### src/rtl/soc_bus_fabric.sv
// soc_bus_fabric: table-decoded bus fabric between the FemtoRV32 core and N slaves,
// with a registered read path, wait-state handling, timeout and sticky error status.
module soc_bus_fabric #(
    parameter int                                        N_SLAVES       = 4,
    parameter int                                        SEL_MSB        = 31,
    parameter int                                        SEL_LSB        = 28,
    parameter logic [N_SLAVES*(SEL_MSB-SEL_LSB+1)-1:0]   SLAVE_REGION   = {4'h3, 4'h2, 4'h1, 4'h0},
    parameter int                                        TIMEOUT_CYCLES = 255,
    parameter logic [31:0]                               ERR_RDATA      = 32'hDEADBEEF
) (
    input  logic                   clk,
    input  logic                   reset_n,
    input  logic [31:0]            m_addr,
    input  logic [31:0]            m_wdata,
    input  logic [3:0]             m_wmask,
    input  logic                   m_rstrb,
    output logic [31:0]            m_rdata,
    output logic                   m_rbusy,
    output logic                   m_wbusy,
    output logic [31:0]            s_addr,
    output logic [31:0]            s_wdata,
    output logic [3:0]             s_wstrb,
    output logic [N_SLAVES-1:0]    s_wen,
    output logic [N_SLAVES-1:0]    s_ren,
    input  logic [32*N_SLAVES-1:0] s_rdata,
    input  logic [N_SLAVES-1:0]    s_rvalid,
    input  logic [N_SLAVES-1:0]    s_wready,
    input  logic                   err_clr,
    output logic                   err_irq,
    output logic [31:0]            err_addr,
    output logic [7:0]             err_count
);

    localparam int REGION_W = SEL_MSB - SEL_LSB + 1;
    localparam int IDX_W    = (N_SLAVES > 1) ? $clog2(N_SLAVES) : 1;
    localparam int CNT_W    = (TIMEOUT_CYCLES > 0) ? $clog2(TIMEOUT_CYCLES + 1) : 1;
    localparam logic [CNT_W-1:0] CNT_LAST = (TIMEOUT_CYCLES > 0) ? CNT_W'(TIMEOUT_CYCLES - 1) : '0;
    localparam logic [31:0] LOW_MASK = (32'h1 << SEL_LSB) - 32'h1;

    typedef enum logic [1:0] {
        IDLE     = 2'd0,
        RD_WAIT  = 2'd1,
        WR_WAIT  = 2'd2,
        ERR_RESP = 2'd3
    } state_t;

    state_t                state, state_next;
    logic [REGION_W-1:0]   region;
    logic                  hit;
    logic [IDX_W-1:0]      hit_idx;
    logic [N_SLAVES-1:0]   hit_onehot;
    logic [IDX_W-1:0]      sel_idx;
    logic                  op_read;
    logic [31:0]           req_addr;
    logic [CNT_W-1:0]      wait_cnt;
    logic                  timeout;
    logic                  wr_req, rd_req;
    logic                  req_accept, req_is_read, cnt_clr;
    logic                  rd_load, err_evt;
    logic [31:0]           rd_val;

    assign s_addr  = m_addr & LOW_MASK;
    assign s_wdata = m_wdata;
    assign s_wstrb = m_wmask;

    assign region = m_addr[SEL_MSB:SEL_LSB];
    assign wr_req = |m_wmask;
    assign rd_req = m_rstrb;

    // Scan from the top so the lowest matching index is the one left standing.
    always_comb begin
        hit     = 1'b0;
        hit_idx = '0;
        for (int i = N_SLAVES - 1; i >= 0; i--) begin
            if (region == SLAVE_REGION[i*REGION_W +: REGION_W]) begin
                hit     = 1'b1;
                hit_idx = IDX_W'(i);
            end
        end
    end

    assign hit_onehot = N_SLAVES'(1) << hit_idx;
    assign timeout    = (TIMEOUT_CYCLES != 0) && (wait_cnt == CNT_LAST);
    assign m_rbusy    = (state == RD_WAIT) || ((state == ERR_RESP) && op_read);
    assign m_wbusy    = (state == WR_WAIT) || ((state == ERR_RESP) && !op_read);

    always_ff @(posedge clk or negedge reset_n) begin
        if (!reset_n) state <= IDLE;
        else          state <= state_next;
    end

    // Enables are gated by reset_n so nothing reaches a slave while held in reset.
    always_comb begin
        state_next  = state;
        s_wen       = '0;
        s_ren       = '0;
        req_accept  = 1'b0;
        req_is_read = 1'b0;
        cnt_clr     = 1'b0;
        rd_load     = 1'b0;
        rd_val      = ERR_RDATA;
        err_evt     = 1'b0;
        case (state)
            IDLE: begin
                if (reset_n && wr_req) begin
                    req_accept = 1'b1;
                    if (hit) begin
                        s_wen      = hit_onehot;
                        cnt_clr    = 1'b1;
                        state_next = WR_WAIT;
                    end else begin
                        state_next = ERR_RESP;
                    end
                end else if (reset_n && rd_req) begin
                    req_accept  = 1'b1;
                    req_is_read = 1'b1;
                    if (hit) begin
                        s_ren      = hit_onehot;
                        cnt_clr    = 1'b1;
                        state_next = RD_WAIT;
                    end else begin
                        state_next = ERR_RESP;
                    end
                end
            end
            RD_WAIT: begin
                if (s_rvalid[sel_idx]) begin
                    rd_load    = 1'b1;
                    rd_val     = s_rdata[sel_idx*32 +: 32];
                    state_next = IDLE;
                end else if (timeout) begin
                    rd_load    = 1'b1;
                    err_evt    = 1'b1;
                    state_next = IDLE;
                end
            end
            WR_WAIT: begin
                if (s_wready[sel_idx]) begin
                    state_next = IDLE;
                end else if (timeout) begin
                    err_evt    = 1'b1;
                    state_next = IDLE;
                end
            end
            ERR_RESP: begin
                rd_load    = op_read;
                err_evt    = 1'b1;
                state_next = IDLE;
            end
            default: state_next = IDLE;
        endcase
    end

    // Transaction context is captured at acceptance so later checks use the original request.
    always_ff @(posedge clk or negedge reset_n) begin
        if (!reset_n) begin
            sel_idx  <= '0;
            op_read  <= 1'b0;
            req_addr <= '0;
            wait_cnt <= '0;
            m_rdata  <= '0;
        end else begin
            if (req_accept) begin
                sel_idx  <= hit_idx;
                op_read  <= req_is_read;
                req_addr <= m_addr;
            end
            if (cnt_clr)
                wait_cnt <= '0;
            else if (((state == RD_WAIT) || (state == WR_WAIT)) && (wait_cnt != '1))
                wait_cnt <= wait_cnt + 1'b1;
            if (rd_load)
                m_rdata <= rd_val;
        end
    end

    // A new error beats a simultaneous clear and restarts the status from this error.
    always_ff @(posedge clk or negedge reset_n) begin
        if (!reset_n) begin
            err_irq   <= 1'b0;
            err_addr  <= '0;
            err_count <= '0;
        end else if (err_evt) begin
            err_irq <= 1'b1;
            if (!err_irq || err_clr)
                err_addr <= req_addr;
            if (err_clr)
                err_count <= 8'd1;
            else if (err_count != 8'hFF)
                err_count <= err_count + 8'd1;
        end else if (err_clr) begin
            err_irq   <= 1'b0;
            err_addr  <= '0;
            err_count <= '0;
        end
    end

endmodule
### config.mk
export PLATFORM = sky130hd
export DESIGN_NAME = soc_bus_fabric
export DESIGN_NICKNAME = d
export VERILOG_FILES = /design/src/rtl/soc_bus_fabric.sv
export SDC_FILE = /design/constraint.sdc
export NUM_CORES = 1
export LEC_CHECK = 0
export BUFFER_PORTS_ARGS = -buffer_cell sky130_fd_sc_hd__buf_4
export CAP_MARGIN = 20
export CORE_AREA = 4 4 136 138
export CTS_CLUSTER_DIAMETER = 60
export DETAILED_ROUTE_END_ITERATION = 7
export DIE_AREA = 0 0 140 142
export PLACE_DENSITY = 0.68
export SLEW_MARGIN = 20
export SYNTH_ARGS = -nofsm -noshare
export SYNTH_HDL_FRONTEND = slang
export SYNTH_SLANG_ARGS = --single-unit
export TNS_END_PERCENT = 50
### constraint.sdc
create_clock -name clk -period 2.4 [get_ports clk]
set_input_delay 0.48 -clock clk [delete_from_list [all_inputs] [get_ports clk]]
set_output_delay 0.48 -clock clk [all_outputs]
set_load 0.05 [all_outputs]
# Word level (Yosys, flattened, before mapping)

Cells that the tools add are included.

Flip-flop bits (word level): 118
Input bits: 208
Output and inout bits: 151
Word-level logic and storage cells: 98

Add/sub/neg operators: 2
Magnitude comparators: 1
Eq/ne operators: 11
Shift operators: 2
Muxes and demuxes: 54
Reduce and logical (&&, ||, !) cells: 19

Operator list:

| operator                                           | number |
|---|---|
| 2-to-1 mux 32 bit                                  | 5 |
| variable part select 128 x 8 -> 32 bit             | 1 |
| 2-to-1 mux 8 bit                                   | 6 |
| 2-to-1 mux 4 bit                                   | 6 |
| 2-to-1 mux 1 bit                                   | 22 |
| 2-to-1 mux 2 bit                                   | 10 |
| adder 8 x 1 -> 8 bit, second input constant        | 2 |
| != test 8 bit, second input constant               | 2 |
| == test 4 x 2 -> 1 bit, second input constant      | 2 |
| == test 8 bit, second input constant               | 1 |
| one-hot mux 2 bit (4 select lines)                 | 1 |
| nonzero test 2 bit                                 | 3 |
| logical AND 1 bit                                  | 5 |
| binary-select mux 1 bit (select 2 bit)             | 2 |
| == test 2 bit, second input constant               | 2 |
| == test 4 x 1 -> 1 bit, second input constant      | 1 |
| logical NOT 4 bit                                  | 1 |
| logical OR 1 bit                                   | 4 |
| AND reduction 2 bit                                | 2 |
| OR reduction 4 bit                                 | 1 |
| << shifter 1 x 2 -> 4 bit, first input constant    | 1 |
| < comparator 2 x 3 -> 1 bit, second input constant | 1 |
| != test 3 bit, second input constant               | 1 |
| one-hot mux 1 bit (3 select lines)                 | 1 |
| other kinds (5)                                    | 6 |

# Logic depth before layout (Yosys ltp)

Depth in word-level cells: 10
Gate-level depth with buffers: 9
Depth with buffers taken out: 7

# Worst setup path after synthesis

No wires, ideal clock.

Path type: in2out
From: input port m_wmask[1]
To: output port s_ren[0]
Arrival time: 2731 ps
Data required time: 1920 ps
Path slack: -811 ps
Stages: 3
Path buffers: 0
Cell sequence: or4_1 nand2b_1 nor4_1

Longest elaborated chain between the ends: 4

RTL lines:

| element            | line | source |
|---|---|---|
| from (decl)        | 15   | `input logic [3:0] m_wmask,` |
| OR reduction 4 bit | 67   | `assign wr_req = \|m_wmask;` |
| logical AND 1 bit  | 105  | `if (reset_n && wr_req) begin` |
| 2-to-1 mux 4 bit   | 105  |  |
| 2-to-1 mux 4 bit   | 103  | `case (state)` |
| to (decl)          | 24   | `output logic [N_SLAVES-1:0] s_ren,` |

No other way between the ends.

# Worst setup path in the final report

From: register sel_idx[0]
To: register err_count[5]

Longest elaborated chain between the ends: 6
Elaborated cells between the ends (all ways): 10
Classes of those cells: mux (8); reduce/logical (2)

RTL lines:

| element                                                   | line     | source |
|---|---|---|
| from (decl)                                               | 52       | `logic [IDX_W-1:0] sel_idx;` |
| from (signal assigned)                                    | 164      | `sel_idx <= hit_idx;` |
| binary-select mux 1 bit (select 2 bit) (on tied branches) | 138, 127 |  |
| 2-to-1 mux 1 bit (on tied branches) (2 in series)         | 138, 127 |  |
| one-hot mux 1 bit (3 select lines) *                      | 103      |  |
| nonzero test 2 bit (no source line)                       | -        |  |
| AND reduction 2 bit (no source line)                      | -        |  |
| to (signal assigned)                                      | 190      | `err_count <= err_count + 8'd1;` |
| to (decl)                                                 | 31       | `output logic [7:0] err_count` |

Every way passes the cells marked *; elsewhere a longest branch is shown, timed or not. The select of a mux whose other input is x is not followed.
A chain may end at the register's enable or synchronous reset.

==> key figures <==
Final layout
  – Fraction of layout cells with a size suffix above 1: 0.579
  – Most frequent cells in the layout: buf_4, dfrtp_1, a22o_1
  – Layout Nets: 924
  – Area Growth Syn to Fin: 44.3%
  – Commonest non-fill, non-tap cell in the layout: buf_4
  – ANT cells: 0

Routing
  – Post-route DRC: 0
  – DR vias: 4977
  – Initial DRC Count: 116
  – Avg WL per Cell: 20.5 um
  – Via/cell ratio: 5.26
  – DR pass1 iterations: 4
  – Drt total wl: 19400 um
  – Final ANT Viol Nets: 0

Logic synthesis
  – Post-synthesis sequential area ratio: 0.487
  – Cells after Synth: 473
  – Syn Area/Cell: 12.8 sq um
  – Cell Area, Synth: 6070 sq um
  – Asr flop ratio synth: 1.00
  – Synth Register Bits: 118
  – Number of distinct library cells after synthesis: 47
  – Post-synth EDFFs: 0
  – Syn. warnings: 0
  – Top FF cell, synth: dfrtp_1

Worst setup path
  – CP Buf/Inv Count: 1
  – Crit path cell chain: mux4_2 -> o22a_1 -> o31a_1 -> buf_4 -> or3_1 -> a21oi_1
  – Crit path largest cell delay: 0.55 ns
  – Critical path data arrival time: 2.64 ns
  – Cell count along the critical path: 6
  – Delay-heaviest family, CP: compound AO/OA/AOI/OAI gates
  – R2R cell count: 6
  – CP Max Fanout: 8
  – Reg2reg start: sel_idx[0]
  – WP data required: 2.72 ns
  – CP Class: reg2reg
  – Slowest cell on crit path: mux4_2
  – R2R setup slack: 0.08 ns
  – Startpoint Class: flip-flop
  – Reg-to-Reg End: err_count[5]
  – Worst setup EP type: flip-flop

Global route
  – Remaining Overflow, GRT: 0
  – Vias in the first global route: 5270
  – Largest net degree at the start of global routing: 80
  – First-pass GRT wire length: 29100 um
  – All-Layer GR Usage: 0.189
  – Initial antenna violation count: 1

CTS
  – CTS sink count: 118
  – Setup Fix Bufs, Post-CTS: 0
  – Root Driver: clkbuf_16
  – Post-CTS Hold Fix Bufs: 0
  – Clock transition at path regs: 0.06 ns
  – Clock Latency Late Sink: 0.41 ns
  – CTS Buf Count: 17
  – Htree depth: 4
  – Clock buffer depth: 2
  – CTS tree: yes

Timing
  – Clock skew: 0.00553 ns
  – Worst Max-Slew Pin Slew: 0.727 ns
  – Max-slew violation count: 0
  – Setup slack after layout: 0.0803 ns
  – RSZ-0062 raised after global routing: no
  – Final hold violations: 0
  – Tmin final: 2.32 ns
  – Rel. slew slack: 0.515
  – Max Freq: 431 MHz
  – Final period utilization: 0.967
  – Endpoints failing setup: 0

Power
  – Pwr dens: 1320 nW/um^2
  – Final Power: 11500 uW
  – Peak supply drop: 0.000682 V
  – Leakage: 0.00414 uW

Run status
  – Status: finished, final reports clean

Die
  – Top-Level Pins: 359
  – Die H: 142 um
  – Core Footprint: 17200 sq um
  – Die width: 140 um
  – FP Rows: 48
  – Initial core utilization: 0.353
  – Die ar.: 19900 sq um

Place
  – Routability congestion estimate from global placement: 0.925
  – Port bufs: 290
  – Pre-CTS WS: -0.0332 ns
  – DP HPWL: 15400 um

Min path
  – Worst Hold Class: in2async

Run
  – Max-capacitance violation count: 0
-- synth_stat cells, types with 3 or more instances --
cell | count | area [sq um]
o22a_1 | 25 | 219
buf_4 | 68 | 510
clkbuf_1 | 14 | 52.6
nand4_1 | 3 | 18.8
nor3_1 | 4 | 20.0
xor2_1 | 4 | 35.0
nand2_1 | 16 | 60.1
buf_6 | 4 | 45.0
nor2_1 | 19 | 71.3
buf_2 | 5 | 25.0
nor4_1 | 3 | 18.8
a22o_1 | 41 | 359
a21oi_1 | 8 | 40.0
buf_1 | 3 | 11.3
mux2_2 | 32 | 360
o21ai_0 | 6 | 30.0
nand3_1 | 8 | 40.0
nand2b_1 | 3 | 18.8
inv_1 | 10 | 37.5
and3_1 | 8 | 50.1
ha_1 | 7 | 87.6
mux4_2 | 34 | 766
dfrtp_1 | 118 | 2950
-- per-stage QoR --
| step | std cells | hold WS, ns | cell area [sq um] | setup TNS (ns) | utilization |
|---|---|---|---|---|---|
| 2_1_floorplan | 476 | 0.184 | 6100 | -0.411 | - |
| 3_3_place_gp | 915 | 0.468 | 8090 | 0 | 0.471 |
| 6_report | 947 | 0.190 | 8750 | 0 | 0.510 |
| 3_5_place_dp | 915 | 0.474 | 8090 | -0.0568 | 0.471 |
| 4_1_cts | 947 | 0.156 | 8720 | 0 | 0.508 |
| 5_1_grt | 947 | 0.226 | 8750 | 0 | 0.510 |
-- logic make-up (layout without fill, tap and decap cells) --
group,Yosys count,after routing,synth area share
multiplexers,67,67,0.187
buffers and inverters,104,350,0.112
AND/OR/NAND/NOR,71,71,0.0569
XOR/XNOR,6,6,0.00866
AO/OA/AOI/OAI,99,99,0.133
other,1,4,0.000618
adder cells (fa/ha/maj),7,7,0.0144
flip-flops,118,118,0.487
-- registers in the layout (all words and copies together) (netlist names) --
name and cells:
op_read 1, m_rdata 32, wait_cnt 8, err_addr 32, state 2, sel_idx 2
err_irq 1, req_addr 32, err_count 8
-- routing by layer --
layer	GRT usage	wire length (um)	up-vias
met3	0.0709	1770	43
met5	0	14	-
met1	0.210	7090	2464
li1	-	-	2183
met2	0.329	10000	285
met4	0.0790	540	2
-- how the worst max path moves through the flow --
stage                     start      endpoint  slack, ns
floorplan            m_wmask[1]      s_ren[0]      -0.24
global placement    s_wready[3]  err_addr[19]       0.04
detailed placement  s_wready[3]  err_count[5]      -0.03
CTS                    state[0]      s_wen[0]       0.01
global route           state[1]      s_ren[0]   0.000002
finish               sel_idx[0]  err_count[5]       0.08
-- report_power, final --
part	leakage, uW	switching (uW)	internal [uW]
clock network	0.000289	940	1700
registers	0.00147	553	2820
logic	0.00238	3290	2230
total	0.00414	4780	6750
-- layout make-up --
type / count / area (sq um)
Fill cell: 1558 / 8420
Sequential cell: 118 / 2950
Multi-Input combinational cell: 254 / 2510
Timing Repair Buffer: 308 / 2340
Clock buffer: 19 / 453
Tap cell: 225 / 282
Clock inverter: 13 / 171
Inverter: 10 / 37.5
-- repair_timing --
| item | in CTS | in global routing |
|---|---|---|
| hold endpoints to repair | 0 | 0 |
| endpoints found under the setup margin | 5 | 3 |
| gates resized for setup | 3 | 4 |
(Power assumes the default switching activity.)
